==> src/rtl/ser_sum_collect.sv <==
// ser_sum_collect: operand handoff and LSB-first result collection around an external serial adder
module ser_sum_collect #(
  parameter int WIDTH = 16
) (
  input  logic             clk,
  input  logic             reset,
  input  logic             op_valid,
  output logic             op_ready,
  input  logic [WIDTH-1:0] a_in,
  input  logic [WIDTH-1:0] b_in,
  output logic [WIDTH-1:0] op_a,
  output logic [WIDTH-1:0] op_b,
  output logic             mode,
  input  logic             sum_in,
  output logic [WIDTH-1:0] result,
  output logic             result_valid,
  input  logic             result_ready,
  output logic             busy
);
  localparam int CW = WIDTH > 1 ? $clog2(WIDTH) : 1;
  typedef enum logic [1:0] {IDLE, LOAD, SHIFT, DONE} state_t;
  state_t state, nxt;
  logic [CW-1:0] cnt;
  logic accept;
  // op_ready is low for the first cycle after reset, so nothing is accepted on that edge
  always_comb begin
    accept = state == IDLE && op_ready && op_valid;
    nxt = state == IDLE  ? (accept ? LOAD : IDLE) :
          state == LOAD  ? SHIFT :
          state == SHIFT ? (cnt == CW'(WIDTH - 1) ? DONE : SHIFT) :
                           (result_ready ? IDLE : DONE);
  end
  always_ff @(posedge clk or posedge reset) begin
    if (reset) begin
      state        <= IDLE;
      cnt          <= '0;
      result       <= '0;
      op_a         <= '0;
      op_b         <= '0;
      op_ready     <= 1'b0;
      mode         <= 1'b0;
      result_valid <= 1'b0;
      busy         <= 1'b0;
    end else begin
      state        <= nxt;
      op_ready     <= nxt == IDLE;
      mode         <= nxt == LOAD;
      result_valid <= nxt == DONE;
      busy         <= nxt != IDLE;
      if (accept) begin
        op_a <= a_in;
        op_b <= b_in;
      end
      if (state == LOAD) cnt <= '0;
      if (state == SHIFT) begin
        result <= {sum_in, result[WIDTH-1:1]};
        cnt    <= cnt + 1'b1;
      end
    end
  end
endmodule
==> config.mk <==
export PLATFORM = sky130hd
export DESIGN_NAME = ser_sum_collect
export DESIGN_NICKNAME = d
export VERILOG_FILES = /design/src/rtl/ser_sum_collect.sv
export SDC_FILE = /design/constraint.sdc
export NUM_CORES = 1
export LEC_CHECK = 0
export ABC_AREA = 1
export CAP_MARGIN = 30
export CORE_ASPECT_RATIO = 1.4
export CORE_MARGIN = 2
export CORE_UTILIZATION = 47
export DETAILED_ROUTE_END_ITERATION = 10
export MAX_ROUTING_LAYER = met4
export PLACE_DENSITY = 0.92
export SLEW_MARGIN = 15
export SYNTH_ARGS = -nofsm -noshare
export SYNTH_HDL_FRONTEND = slang
export SYNTH_SLANG_ARGS = --single-unit
export TNS_END_PERCENT = 20
==> constraint.sdc <==
create_clock -name clk -period 4.71 [get_ports clk]
set_clock_uncertainty 0.05 [all_clocks]
set_input_delay 0.942 -clock clk [delete_from_list [all_inputs] [get_ports clk]]
set_output_delay 0.942 -clock clk [all_outputs]
set_load 0.005 [all_outputs]
==> results.md, run 1 <==
• run status: complete, no violations
• largest area contributor in the synthesized netlist: sky130_fd_sc_hd__dfrtp_1
• nature of the critical path endpoint: flip-flop
• Cell Rows: 30
• number of warnings printed during yosys synthesis: 0
• required time at the worst-slack endpoint: 4.86 ns
• effective utilization at floorplan: 48.4%
• Worst R2R Setup Slack: 2.73 ns
• Filler Cell Count: 339
• routed wire length per instance: 11.5 µm
• number of buffers between clock root and the deepest sink: 2
• growth of design area from synthesis to finish: 48.6%
• ratio of cells with drive above 1 in the final layout: 7.56%
• antenna violations before repair: 0
• TritonCTS sink count: 58
• post-synth net total: 291
• Avg Cell Area, Syn: 9.38 µm²
• detail-routed via count per cell: 4.57
• Hold Path Cell Cnt: 2
• area of the multi-input gates: 633 µm²
• area occupied by registers: 1450 µm²
• CTS tree: built
• # IOs: 89
• overall via count from detail_route: 1,863
• DIE WIDTH: 63.7 µm
• final instance area: 3490 µm²
• routability-driven placement congestion ratio: 0.690
• Worst R2R Start: state[1]
• relative slew slack: 55.8%
• list of cells traversed by the critical path: clkdlybuf4s50_1 > nand3_2 > buf_16 > nand2_1 > o21ai_0
• Final Hold Vio Count: 0
• maximum number of pins on one net before global-route repair: 37
• first-pass GRT wire length: 7.80 mm
• crit path kind: in -> reg
• slowest cell delay on critical path: 0.52 ns
• highest metal layer used by the detailed router: met4
• number of buffers inserted to repair setup after CTS: 0
• total wire length: 4.70 mm
• Min-Delay Path Class: reg -> reg
• final std cells w/o fill: 408
• CP Launch Type: primary input
• crit path max-delay cell type: sky130_fd_sc_hd__nand3_2
• setup TNS: 0 ns
• clock latency of the later-clocked register in the worst-skew pair: 0.32 ns
• fin. max-slew vios: 0
• remaining number of nets flagged by the antenna check after routing: 0
• total CTS buffers: 9
• CP Data Arrival Time: 2.51 ns
• Total Power Consumption: 2.15 mW
• metal3 WL: 236 µm
• hold path startpoint: op_a[12]
• synthesized instance count: 250
• net total in the final layout: 381
• PostCTS Resize Cnt: 0
• capturing point of the worst reg2reg path: op_a[5]
• worst voltage drop across the vdd grid: 0.284 mV
• register area share after synthesis: 61.9%
• Worst Max-Slew Pin Slew: 0.663 ns
• CORE AREA: 4840 µm²
• Power per Cell Area: 617 nW/µm²
• clock slew at reported path FFs: 0.06 ns
• count of cell types in the netlist: 18
• routed wire length on met2: 2.40 mm
• leakage power figure: 1.70 nW
• area share of the leading cell type in the synthesized netlist: 61.9%
• post-route met1 wirelength: 1.99 mm
• Starting DRT DRC Count: 147
• height of the die: 87.6 µm
• deepest level of the CTS H-tree: 3
• number of port buffers: 88
• Worst Hold Path EP: op_a[12]
• Post-Syn Area: 2350 µm²
• count of max-cap constraint violations: 0
• overall global routing resource usage: 18.8%
• Max Freq: 423 MHz
• number of flip-flops and latches in the synthesized netlist: 58
• crit path time final: 2.36 ns
• vias in the first global route: 1,783
• final worst path period share: 50.2%
• Pre-Repair DR Iteration Count: 4
• total half-perimeter wirelength after legalization and detailed placement: 3.36 mm
• setup-violating endpoint count in the final report: 0
• Placement Cell Area: 3260 µm²
• placed insts: 393
• area of the die: 5580 µm²
• Clock Tree Root: sky130_fd_sc_hd__clkbuf_8
• critical-path maximum fanout: 36
• antenna diode count: 0
• RSZ-0062 raised after global routing: no
• CTS hold repair buffers: 0
• GRT overflow: 0
• worst reg2reg path depth: 6
• biggest area contributors in the synthesized netlist: sky130_fd_sc_hd__dfrtp_1 62%, sky130_fd_sc_hd__nand2_1 9.6%, sky130_fd_sc_hd__inv_1 7.7%
• post-detailed-route DRC marker count: 0
==> layout make-up <==
class,instances,share of cell area (%)
timing repair buffer,90,26.3
clock buffer,14,5.53
multi-input combinational,132,18.2
tap,64,2.30
sequential,58,41.6
inverter,49,5.27
clock inverter,1,0.861
==> logic make-up (layout without fill, tap and decap cells) <==
| group | after synthesis | in the layout | share of synthesized area [%] |
|---|---|---|---|
| adders and majority gates | 4 | 4 | 2.13 |
| buffers and inverters | 60 | 154 | 11.1 |
| and+or+nand+nor | 72 | 72 | 12.1 |
| DFF | 58 | 58 | 61.9 |
| AOI/OAI and AO/OA | 56 | 56 | 12.7 |
==> sequential cells by signal (all words and copies together) (netlist names) <==
register and flops:
result_valid 1, cnt 4, op_ready 1, mode 1, state 2, result 16
op_a 16, busy 1, op_b 16
==> where the power goes <==
part	switching (mW)	internal, mW	total (mW)	leakage [nW]
Sequential	0.120	0.706	0.826	0.744
Combinational	0.362	0.475	0.837	0.841
Clock	0.176	0.314	0.490	0.115
Total	0.658	1.49	2.15	1.70
==> synthesized netlist by cell type (all sizes together) <==
cell type   n
nand2      61
inv        49
ha          4
clkbuf      2
o21ai      51
a21oi       5
nor2        6
dfrtp      58
buf         9
nand3       5
==> routing by layer <==
| layer | global-route usage, % | up-vias |
|---|---|---|
| met5 | - | - |
| met2 | 30.1 | 62 |
| met3 | 5.01 | 7 |
| li1 | - | 943 |
| met1 | 21.8 | 851 |
| met4 | 9.88 | 0 |
==> cell usage in the layout, fill, tap and decap left out, types with 2 or more instances in the layout <==
cell / instances
sky130_fd_sc_hd__clkdlybuf4s50_1: 88
sky130_fd_sc_hd__nand3_1: 4
sky130_fd_sc_hd__clkbuf_8: 14
sky130_fd_sc_hd__nor2_1: 6
sky130_fd_sc_hd__o21ai_0: 29
sky130_fd_sc_hd__inv_2: 2
sky130_fd_sc_hd__inv_1: 47
sky130_fd_sc_hd__nand2_1: 60
sky130_fd_sc_hd__o21ai_1: 17
sky130_fd_sc_hd__ha_1: 4
sky130_fd_sc_hd__a21oi_1: 5
sky130_fd_sc_hd__o21ai_2: 5
sky130_fd_sc_hd__dfrtp_1: 58
==> worst max-delay path, delay by kind of cell <==
kind | cells | cell delay (ns)
and+or+nand+nor | 2 | 0.59
buffers and inverters | 2 | 0.87
AOI/OAI and AO/OA | 1 | 0.08
==> how the worst max path moves through the flow <==
stage                         from  endpoint  slack (ns)  cells past startpoint
final                     op_valid   op_a[5]        2.35                      5
after global routing      op_valid   op_a[5]        2.22                      4
after CTS                 op_valid   op_a[5]        2.33                      5
after detailed placement  op_valid   op_a[5]        2.00                      5
after global placement    op_valid  op_ready        1.77                      4
after floorplan              reset      busy        2.29                      1
==> stage by stage <==
stage / hold WS [ns] / util (%) / setup slack [ns]
5_1_grt: 0.457 / 72.0 / 2.22
4_1_cts: 0.438 / 72.0 / 2.33
2_1_floorplan: 0.418 / - / 2.29
3_3_place_gp: 0.415 / 66.8 / 1.77
6_report: 0.435 / 72.0 / 2.35
3_5_place_dp: 0.422 / 67.4 / 2.00
No activity file was read; power rests on OpenSTA's default activity.
==> run 2: changes to the inputs <==
--- a/config.mk
+++ b/config.mk
@@ -9,10 +9,10 @@
 export CAP_MARGIN = 30
 export CORE_ASPECT_RATIO = 1.4
 export CORE_MARGIN = 2
-export CORE_UTILIZATION = 47
+export CORE_UTILIZATION = 44
 export DETAILED_ROUTE_END_ITERATION = 10
 export MAX_ROUTING_LAYER = met4
-export PLACE_DENSITY = 0.92
+export PLACE_DENSITY = 0.87
 export SLEW_MARGIN = 15
 export SYNTH_ARGS = -nofsm -noshare
 export SYNTH_HDL_FRONTEND = slang
==> constraint.sdc (replaced) <==
create_clock -name clk -period 2.45 [get_ports clk]
set_clock_uncertainty 0.05 [all_clocks]
set_input_delay 0.49 -clock clk [delete_from_list [all_inputs] [get_ports clk]]
set_output_delay 0.49 -clock clk [all_outputs]
set_load 0.005 [all_outputs]
==> run 2 against run 1 <==
- setup slack worse by 1.7 ns
- clock power is 76% higher
- cell area is 0.65% lower
- clock-buffer cell count stayed put
- sequential power is 92% higher
- highest routed layer unchanged
- core utilization is 4.9 points lower
- global-route usage is 1.9 points lower
- die area is 6.4% higher
- critical path depth is 4 lower
- cell count is 0.98% higher
- wire length is 4.3% lower
- sequential share of layout area is 0.27 points higher
==> results.md, run 2 (synthesized netlist as in run 1, its figures left out) <==
• run status: complete, no violations
• Regs by FF count: op_a: 16 flops, op_b: 16 flops, result: 16 flops
• final std cells w/o fill: 412, +0.98%
• antenna diode count: 0, unchanged
• post-placement setup slack: 0.560 ns, -1.44 ns
• capturing point of the worst reg2reg path: busy
• nature of the critical path endpoint: primary output
• CTS hold repair buffers: 0, unchanged
• Worst R2R Setup Slack: 0.82 ns, -1.91 ns
• CTS tree: built
• area occupied by registers: 1450 µm², unchanged
• Power per Cell Area: 1160 nW/µm², +88%
• routed wire length per instance: 10.9 µm, -5.3%
• TritonCTS sink count: 58, unchanged
• Max Freq: 564 MHz
• overall global routing resource usage: 16.9%, -1.9 points
• count of max-cap constraint violations: 0, unchanged
• combined buffer and inverter count along the critical path: 1, -1
• area of the multi-input gates: 633 µm², unchanged
• number of buffers between clock root and the deepest sink: 2, unchanged
• area of the die: 5940 µm², +6.4%
• ratio of cells with drive above 1 in the final layout: 7.23%, -0.33 points
• post-detailed-route DRC marker count: 0, unchanged
• crit path kind: reg -> out
• Min Hold Slack: 0.430 ns, -0.00509 ns
• Clock Tree Root: sky130_fd_sc_hd__clkbuf_8
• least setup slack across all paths after layout: 0.678 ns, -1.67 ns
• critical-path maximum fanout: 3, -92%
• final instance area: 3460 µm², -0.65%
• Pre-Repair DR Iteration Count: 4, unchanged
• Total Power Consumption: 4.02 mW, +87%
• overall via count from detail_route: 1,829, -1.8%
• CP Data Arrival Time: 1.23 ns, -1.28 ns
• list of cells traversed by the critical path: clkdlybuf4s50_1
• Min-Delay Path Class: in -> async
• total CTS buffers: 9, unchanged
• maximum number of pins on one net before global-route repair: 69, +86%
• Starting DRT DRC Count: 151, +2.7%
• # IOs: 89, unchanged
• commonest cells after routing, fill and taps aside: 88 x sky130_fd_sc_hd__clkdlybuf4s50_1, 60 x sky130_fd_sc_hd__nand2_1, 58 x sky130_fd_sc_hd__dfrtp_1
• effective utilization at floorplan: 45.5%, -3.0 points
• Final Hold Vio Count: 0, unchanged
• required time at the worst-slack endpoint: 1.91 ns, -2.95 ns
• detail-routed via count per cell: 4.44, -2.8%
• total wire length: 4.49 mm, -4.3%
• first-pass GRT wire length: 7.41 mm, -5.0%
• clock latency of the later-clocked register in the worst-skew pair: 0.33 ns, about the same
• vias in the first global route: 1,669, -6.4%
• utilization of the core after routing: 67.2%, -4.9 points
• family of cells with the greatest summed delay on the critical path: buffers and inverters
• number of buffers inserted to repair setup after CTS: 0, unchanged
• Cell Rows: 31, +3.3%
• placed insts: 396, +0.76%
• PostCTS Resize Cnt: 0, unchanged
• remaining number of nets flagged by the antenna check after routing: 0, unchanged
• number of port buffers: 88, unchanged
• worst voltage drop across the vdd grid: 0.754 mV, +170%
• RSZ-0062 raised after global routing: no
• Worst Max-Slew Pin Slew: 0.606 ns, -0.0567 ns
• DIE WIDTH: 65.7 µm, +3.1%
• deepest level of the CTS H-tree: 3, unchanged
• relative slew slack: 59.6%, +3.8 points
• final worst path period share: 72.3%
• slowest cell delay on critical path: 0.51 ns, about the same
• setup-violating endpoint count in the final report: 0, unchanged
• CORE AREA: 5160 µm², +6.5%
• worst reg2reg path depth: 5, -1
• Filler Cell Count: 410, +21%
• crit path max-delay cell type: sky130_fd_sc_hd__clkdlybuf4s50_1
• height of the die: 90.4 µm, +3.2%
• most frequent standard cell in the layout excluding fill and tap cells: sky130_fd_sc_hd__clkdlybuf4s50_1
• setup TNS: 0 ns, unchanged
• Worst R2R Start: state[1]
• routability-driven placement congestion ratio: 0.711, +3.0%
• CP Launch Type: flip-flop
• leakage power figure: 1.69 nW, -0.82%
• total half-perimeter wirelength after legalization and detailed placement: 3.21 mm, -4.5%
• growth of design area from synthesis to finish: 47.7%
• net total in the final layout: 382, +0.26%
• GRT overflow: 0, unchanged
• crit path time final: 1.77 ns
• fin. max-slew vios: 0, unchanged
• Placement Cell Area: 3270 µm², about the same
• clock slew at reported path FFs: 0.06 ns, about the same
• antenna violations before repair: 0, unchanged
-- run 2: cell count changes in the layout (fill, tap and decap cells not counted), sizes merged --
cell | previous run | this run
buf | 2 | 3
clkinv | 0 | 1
-- run 2: how the worst max path moves through the flow --
stage               from         to  slack, ns  cells past startpoint
4_1_cts        result[4]  result[4]       0.66                      1
6_report       result[4]  result[4]       0.68                      1
3_5_place_dp    op_valid    op_a[6]       0.56                      4
2_1_floorplan      reset       busy       0.48                      1
5_1_grt        result[2]  result[2]       0.63                      1
3_3_place_gp    op_valid       busy       0.59                      4
-- run 2: per-layer routing --
layer | track usage (%) | vias to the layer above | wire, µm
met5 | - | - | 0
met4 | 8.33 | 0 | 86
met3 | 4.86 | 10 | 253
met2 | 26.7 | 61 | 2290
met1 | 19.3 | 806 | 1860
li1 | - | 952 | -
-- run 2: cell type report --
| type | count | area share (%) |
|---|---|---|
| Tap cell | 66 | 2.38 |
| Clock inverter | 2 | 1.01 |
| Timing Repair Buffer | 91 | 26.4 |
| Inverter | 49 | 5.31 |
| Sequential cell | 58 | 41.9 |
| Clock buffer | 14 | 4.69 |
| Multi-Input combinational cell | 132 | 18.3 |
-- run 2: report_power, final --
part / switching, mW / internal (mW)
Clock: 0.339 / 0.525
Combinational: 0.668 / 0.906
Sequential: 0.228 / 1.36
Total: 1.24 / 2.79
